[src/rtl/neopixel_rx_fsm_pkg.sv]
// Shared NeoPixel line timing (20.46 MHz OSCH), receiver state encoding and helpers.
package neopixel_rx_fsm_pkg;

  // Line timing in clk cycles (~48.9 ns each), shared with the transmitter
  localparam int T0H    = 7;     // ~0.35 us high for a '0'
  localparam int T1H    = 14;    // ~0.70 us high for a '1'
  localparam int TBIT   = 26;    // ~1.25 us full bit period
  localparam int TRESET = 1024;  // ~50 us latch gap

  // Receiver states
  localparam logic [1:0] ST_SYNC = 2'd0;
  localparam logic [1:0] ST_IDLE = 2'd1;
  localparam logic [1:0] ST_HIGH = 2'd2;
  localparam logic [1:0] ST_LOW  = 2'd3;

  // err_code values
  localparam logic [1:0] ERR_GLITCH  = 2'd1;
  localparam logic [1:0] ERR_STUCK   = 2'd2;
  localparam logic [1:0] ERR_PARTIAL = 2'd3;

  // Saturating 8-bit increment for pixel counters
  function automatic logic [7:0] sat_inc8(input logic [7:0] v);
    return (v == 8'hFF) ? v : v + 8'd1;
  endfunction

endpackage

[src/rtl/neopixel_rx_fsm_sync.sv]
// Brings the asynchronous serial line into clk and produces registered edge strobes.
// line, rise and fall are aligned: rise/fall are high in the first cycle line shows its new level.
module neopixel_rx_sync (
  input  logic clk,
  input  logic rst,
  input  logic din,
  output logic line,
  output logic rise,
  output logic fall
);

  logic s1, s2;

  // 2-FF synchroniser, third stage holds the level the FSM works with
  always_ff @(posedge clk or negedge rst) begin
    if (!rst) begin
      s1   <= 1'b0;
      s2   <= 1'b0;
      line <= 1'b0;
      rise <= 1'b0;
      fall <= 1'b0;
    end else begin
      s1   <= din;
      s2   <= s1;
      line <= s2;
      rise <= s2 & ~line;
      fall <= ~s2 & line;
    end
  end

endmodule

[src/rtl/neopixel_rx_fsm.sv]
// WS2812 single-wire receiver: measures high widths of the synchronised line, decodes bits,
// assembles 24-bit {G,R,B} pixels and reports frame ends (latch gap) and line errors.
module neopixel_rx_fsm
  import neopixel_rx_fsm_pkg::*;
#(
  parameter int BIT_THRESH   = 12,
  parameter int MIN_HIGH     = 3,
  parameter int HIGH_MAX     = 40,
  parameter int RESET_CYCLES = TRESET,
  parameter int CNT_W        = 11
) (
  input  logic        clk,
  input  logic        rst,
  input  logic        din,
  output logic [23:0] pix_data,
  output logic        pix_valid,
  output logic [7:0]  pix_index,
  output logic        frame_done,
  output logic [7:0]  frame_pixels,
  output logic        err,
  output logic [1:0]  err_code,
  output logic        busy
);

  localparam logic [CNT_W-1:0] THR_1   = CNT_W'(BIT_THRESH);
  localparam logic [CNT_W-1:0] THR_MIN = CNT_W'(MIN_HIGH);
  localparam logic [CNT_W-1:0] LIM_HI  = CNT_W'(HIGH_MAX - 1);
  localparam logic [CNT_W-1:0] LIM_GAP = CNT_W'(RESET_CYCLES - 1);

  logic             line, rise, fall;
  logic [1:0]       state;
  logic [CNT_W-1:0] cnt;     // sync-low, high-time or low-time depending on state
  logic [4:0]       bitcnt;
  logic [23:0]      shreg;
  logic [7:0]       pixcnt;
  logic             bit_val;

  neopixel_rx_sync u_sync (
    .clk  (clk),
    .rst  (rst),
    .din  (din),
    .line (line),
    .rise (rise),
    .fall (fall)
  );

  assign bit_val = (cnt >= THR_1);
  assign busy    = (state == ST_HIGH) || (state == ST_LOW);

  // Receiver FSM, pulse timing and pixel assembly; strobes default low every cycle
  always_ff @(posedge clk or negedge rst) begin
    if (!rst) begin
      state        <= ST_SYNC;
      cnt          <= '0;
      bitcnt       <= '0;
      shreg        <= '0;
      pixcnt       <= '0;
      pix_data     <= '0;
      pix_valid    <= 1'b0;
      pix_index    <= '0;
      frame_done   <= 1'b0;
      frame_pixels <= '0;
      err          <= 1'b0;
      err_code     <= '0;
    end else begin
      pix_valid  <= 1'b0;
      frame_done <= 1'b0;
      err        <= 1'b0;
      case (state)
        ST_SYNC: begin
          // Need an unbroken latch gap before trusting bit alignment
          if (line) begin
            cnt <= '0;
          end else if (cnt >= LIM_GAP) begin
            state <= ST_IDLE;
            cnt   <= '0;
          end else begin
            cnt <= cnt + 1'b1;
          end
        end
        ST_IDLE: begin
          bitcnt <= '0;
          pixcnt <= '0;
          if (rise) begin
            state <= ST_HIGH;
            cnt   <= CNT_W'(1);
          end
        end
        ST_HIGH: begin
          if (fall) begin
            if (cnt < THR_MIN) begin
              err      <= 1'b1;
              err_code <= ERR_GLITCH;
              state    <= ST_SYNC;
              cnt      <= CNT_W'(1);  // the falling-edge cycle is already low
            end else begin
              shreg <= {shreg[22:0], bit_val};
              state <= ST_LOW;
              cnt   <= CNT_W'(1);
              if (bitcnt == 5'd23) begin
                pix_data  <= {shreg[22:0], bit_val};
                pix_valid <= 1'b1;
                pix_index <= pixcnt;
                pixcnt    <= sat_inc8(pixcnt);
                bitcnt    <= '0;
              end else begin
                bitcnt <= bitcnt + 5'd1;
              end
            end
          end else if (cnt >= LIM_HI) begin
            err      <= 1'b1;
            err_code <= ERR_STUCK;
            state    <= ST_SYNC;
            cnt      <= '0;
          end else begin
            cnt <= cnt + 1'b1;
          end
        end
        default: begin  // ST_LOW
          if (rise) begin
            state <= ST_HIGH;
            cnt   <= CNT_W'(1);
          end else if (cnt >= LIM_GAP) begin
            frame_done   <= 1'b1;
            frame_pixels <= pixcnt;
            if (bitcnt != 5'd0) begin
              err      <= 1'b1;
              err_code <= ERR_PARTIAL;
            end
            bitcnt <= '0;
            state  <= ST_IDLE;
            cnt    <= '0;
          end else begin
            cnt <= cnt + 1'b1;
          end
        end
      endcase
    end
  end

endmodule

[config.mk]
export PLATFORM = sky130hd
export DESIGN_NAME = neopixel_rx_fsm
export DESIGN_NICKNAME = d
export VERILOG_FILES = /design/src/rtl/neopixel_rx_fsm_pkg.sv /design/src/rtl/neopixel_rx_fsm_sync.sv /design/src/rtl/neopixel_rx_fsm.sv
export SDC_FILE = /design/constraint.sdc
export NUM_CORES = 1
export LEC_CHECK = 0
export CAP_MARGIN = 20
export CORE_MARGIN = 2
export CORE_UTILIZATION = 35
export DETAILED_ROUTE_END_ITERATION = 10
export PLACE_DENSITY = 0.66
export SLEW_MARGIN = 40
export SYNTH_ARGS = -nofsm -noshare
export SYNTH_HDL_FRONTEND = slang
export SYNTH_SLANG_ARGS = --single-unit
[constraint.sdc]
create_clock -name clk -period 5.6 [get_ports clk]
set_input_delay 1.68 -clock clk [delete_from_list [all_inputs] [get_ports clk]]
set_output_delay 1.68 -clock clk [all_outputs]
set_load 0.01 [all_outputs]
==> flow_metrics.py <==
metrics = {
    "detailed_routing": {
        "final_antenna_net_count": 0,
        "routed_wl_mm": 8.35,
        "dr.pass1.iters": 4,
        "drc": 0,
        "viasPerCell": 4.89,
        "drt_iter0_markers": 142,
        "wl_per_cell_um": 14.4,
        "num_vias": 2843,
    },
    "flow_run": {
        "maxCapViolCount": 0,
    },
    "cells_and_area": {
        "multiInputGateArea_um2": 1850,
        "layout-drive-gt1-share": 0.237,
        "diodes": 0,
        "seq_area_um2": 2480,
        "nFillCells": 1169,
        "syn_to_final_growth_pct": 20.2,
        "layout.nets": 416,
        "utilization": 0.428,
    },
    "synth": {
        "post_synth.cell_area_avg_um2": 12.6,
        "netlist_area_um2": 4480,
        "synth_nets": 369,
        "ys_seq_area_frac": 0.553,
        "ys_warn_count": 0,
        "synth_edf_count": 0,
        "yosysTopAreaCell": "dfrtp_1",
        "synth_cells": 357,
        "ys_types": 59,
        "dominantRegCellSynth": "dfrtp_1",
        "async_reset_ff_frac": 1.00,
        "ys_ff_latch": 99,
        "yosysTopAreaCellShare": 0.553,
        "synthTopCellsByArea": "dfrtp_1, mux2_2, ha_1",
    },
    "power": {
        "clkPwrFrac": 0.452,
        "power.switching_w": 0.000299,
        "swShare": 0.217,
        "combPwrFrac": 0.021,
        "vdd_drop_max_mv": 0.172,
        "intPower_w": 0.00108,
        "seqPwrFrac": 0.527,
        "power.leakage_nw": 2.50,
        "powerDensity_nw_per_um2": 255,
    },
    "timing": {
        "min_period_ps": 3800,
        "hold_viol_final": 0,
        "setup-tns-final_ps": 0,
        "worst_slew_margin_rel": 0.562,
        "rsz0062_at_grt": "no",
        "fmax_ghz": 0.263,
        "setup_viol": 0,
        "fin_worst_skew_ps": 6.66,
        "period_share": 0.679,
        "finalMaxSlewViolations": 0,
        "tightestPinTransition_ps": 657,
    },
    "clock_network": {
        "cts_sinks": 99,
        "clockBufferDepth": 2,
        "postCtsSetupBuffers": 0,
        "clk_pin_slew_ps": 70,
        "cts_tree": "built",
        "clock_latency_ps": 340,
        "ctsHoldBuffers": 0,
        "cts_max_level": 3,
        "cts_root_buffer": "clkbuf_16",
        "cts_buffers": 9,
        "cts_resized": 0,
    },
    "grt": {
        "grt_pass1_vias": 2851,
        "grt_max_degree": 73,
        "antenna_found_initial": 0,
        "grt_pass1_wl_mm": 14.2,
        "overflow": 0,
        "gr-usage-all-layers": 0.133,
    },
    "floorplan": {
        "dieArea_um2": 13700,
        "die-height_um": 117,
        "core_um2": 12600,
        "io_pins": 49,
        "row_count": 41,
        "initial_core_util": 0.356,
        "die_x_um": 117,
    },
    "setup_path": {
        "crit_chain": "inv_1 > ha_1 > or2_2 > clkdlybuf4s50_1",
        "endpoint_kind": "output pin",
        "cp-start-kind": "flip-flop",
        "crit_slowest_cell": "clkdlybuf4s50_1",
        "crit_fanout": 19,
        "crit_arrival_ps": 2120,
        "crit_type": "reg -> out",
        "max_stage_delay_ps": 550,
        "required_ps": 3920,
    },
    "hold_path": {
        "hold_path.class": "reg -> reg",
    },
    "placement": {
        "gp_congestion": 0.872,
        "dpl.hpwl_mm": 5.77,
        "numPortBuffers": 48,
    },
    "status": {
        "outcome": "complete, no violations",
    },
}
[layout make-up]
type                    count  share of cell area
multi-input cells         231               0.343
clock buffers               9              0.0418
flip-flops and latches     99               0.460
clock inverters             7              0.0139
inverters                  13             0.00906
well taps                 172              0.0400
repair buffers             50              0.0923
[through the flow]
step	hold WS (ps)	area (um^2)	total power (W)	cells	setup slack, ps
after floorplan	331	4480	0.000750	357	2690
after global placement	338	5080	0.000767	565	2180
after detailed placement	338	5080	0.000768	565	2150
after CTS	353	5380	0.00140	581	1770
after global routing	355	5380	0.00143	581	1620
final	350	5380	0.00137	581	1800
[cells in the final DEF, fill, tap and decap left out, drive strengths merged, types with 8 or more instances in the layout]
cell type      instances
dfrtp                 99
mux2                  60
clkdlybuf4s50         47
nor2                  29
nand2                 22
inv                   16
nand3                 15
a21oi                 11
o21ai                 10
ha                     9
clkbuf                 9
nand4                  8
[power by group through the flow]
stage / registers, W / clock network (W) / logic (W)
2_1_floorplan: 0.000735 / 0 / 0.0000145
3_3_place_gp: 0.000738 / 0 / 0.0000292
3_5_place_dp: 0.000738 / 0 / 0.0000299
4_1_cts: 0.000725 / 0.000642 / 0.0000298
5_1_grt: 0.000725 / 0.000672 / 0.0000341
6_report: 0.000725 / 0.000621 / 0.0000286
[Yosys cell counts (all sizes together) (6+ instances only)]
cell and n:
nand2 22, mux2 60, nor3 6, buf 10, nand3 15, ha 9, o21ai 10, a21oi 11
inv 13, nor2 29, dfrtp 99, nand4 8, xor2 7
[path summary, 6_finish.rpt]
path	start	endpoint	slack [ps]	depth (start not counted)
setup / recovery	state[0]$_DFFE_PN0P_	busy	1800	4
hold / removal	u_sync.s1$_DFF_PN0_	u_sync.s2$_DFF_PN0_	350	0
setup reg to reg	state[0]$_DFFE_PN0P_	pix_data[17]$_DFFE_PN0P_	3120	6
hold reg to reg	u_sync.s1$_DFF_PN0_	u_sync.s2$_DFF_PN0_	350	0
max in group asynchronous	rst	pix_index[6]$_DFFE_PN0P_	3440	2
min in group asynchronous	rst	pixcnt[2]$_DFFE_PN0P_	1330	1
[logic make-up after synthesis]
group | Yosys count | synth area share
xor gates and xnor gates | 11 | 0.0215
buffers and inverters | 27 | 0.0352
AOI/OAI and AO/OA | 50 | 0.0916
DFF | 99 | 0.553
and+or+nand+nor | 99 | 0.118
adders and majority gates | 9 | 0.0251
muxes | 62 | 0.155
[state kept, by name, indices dropped and copies added (netlist names)]
register and cells:
u_sync.rise 1, u_sync.s2 1, frame_pixels 8, bitcnt 5
pix_data 24, frame_done 1, state 2, pix_index 8
u_sync.line 1, pix_valid 1, cnt 11, err 1
u_sync.s1 1, u_sync.fall 1, shreg 23, err_code 2
pixcnt 8
[worst max-delay path: cells and delay by family (launching register included)]
kind	cells	cell delay, ps
adders and majority gates	1	520
DFF	1	410
and+or+nand+nor	1	210
buffers and inverters	2	640
[layer usage]
metal | routed length, um | global-route usage | up-vias
met3 | 523 | 0.0530 | 11
met2 | 3860 | 0.198 | 57
met4 | 139 | 0.0533 | 0
met1 | 3830 | 0.173 | 1400
li1 | - | - | 1375
met5 | 0 | 0 | -
No activity file was read; power rests on OpenSTA's default activity.
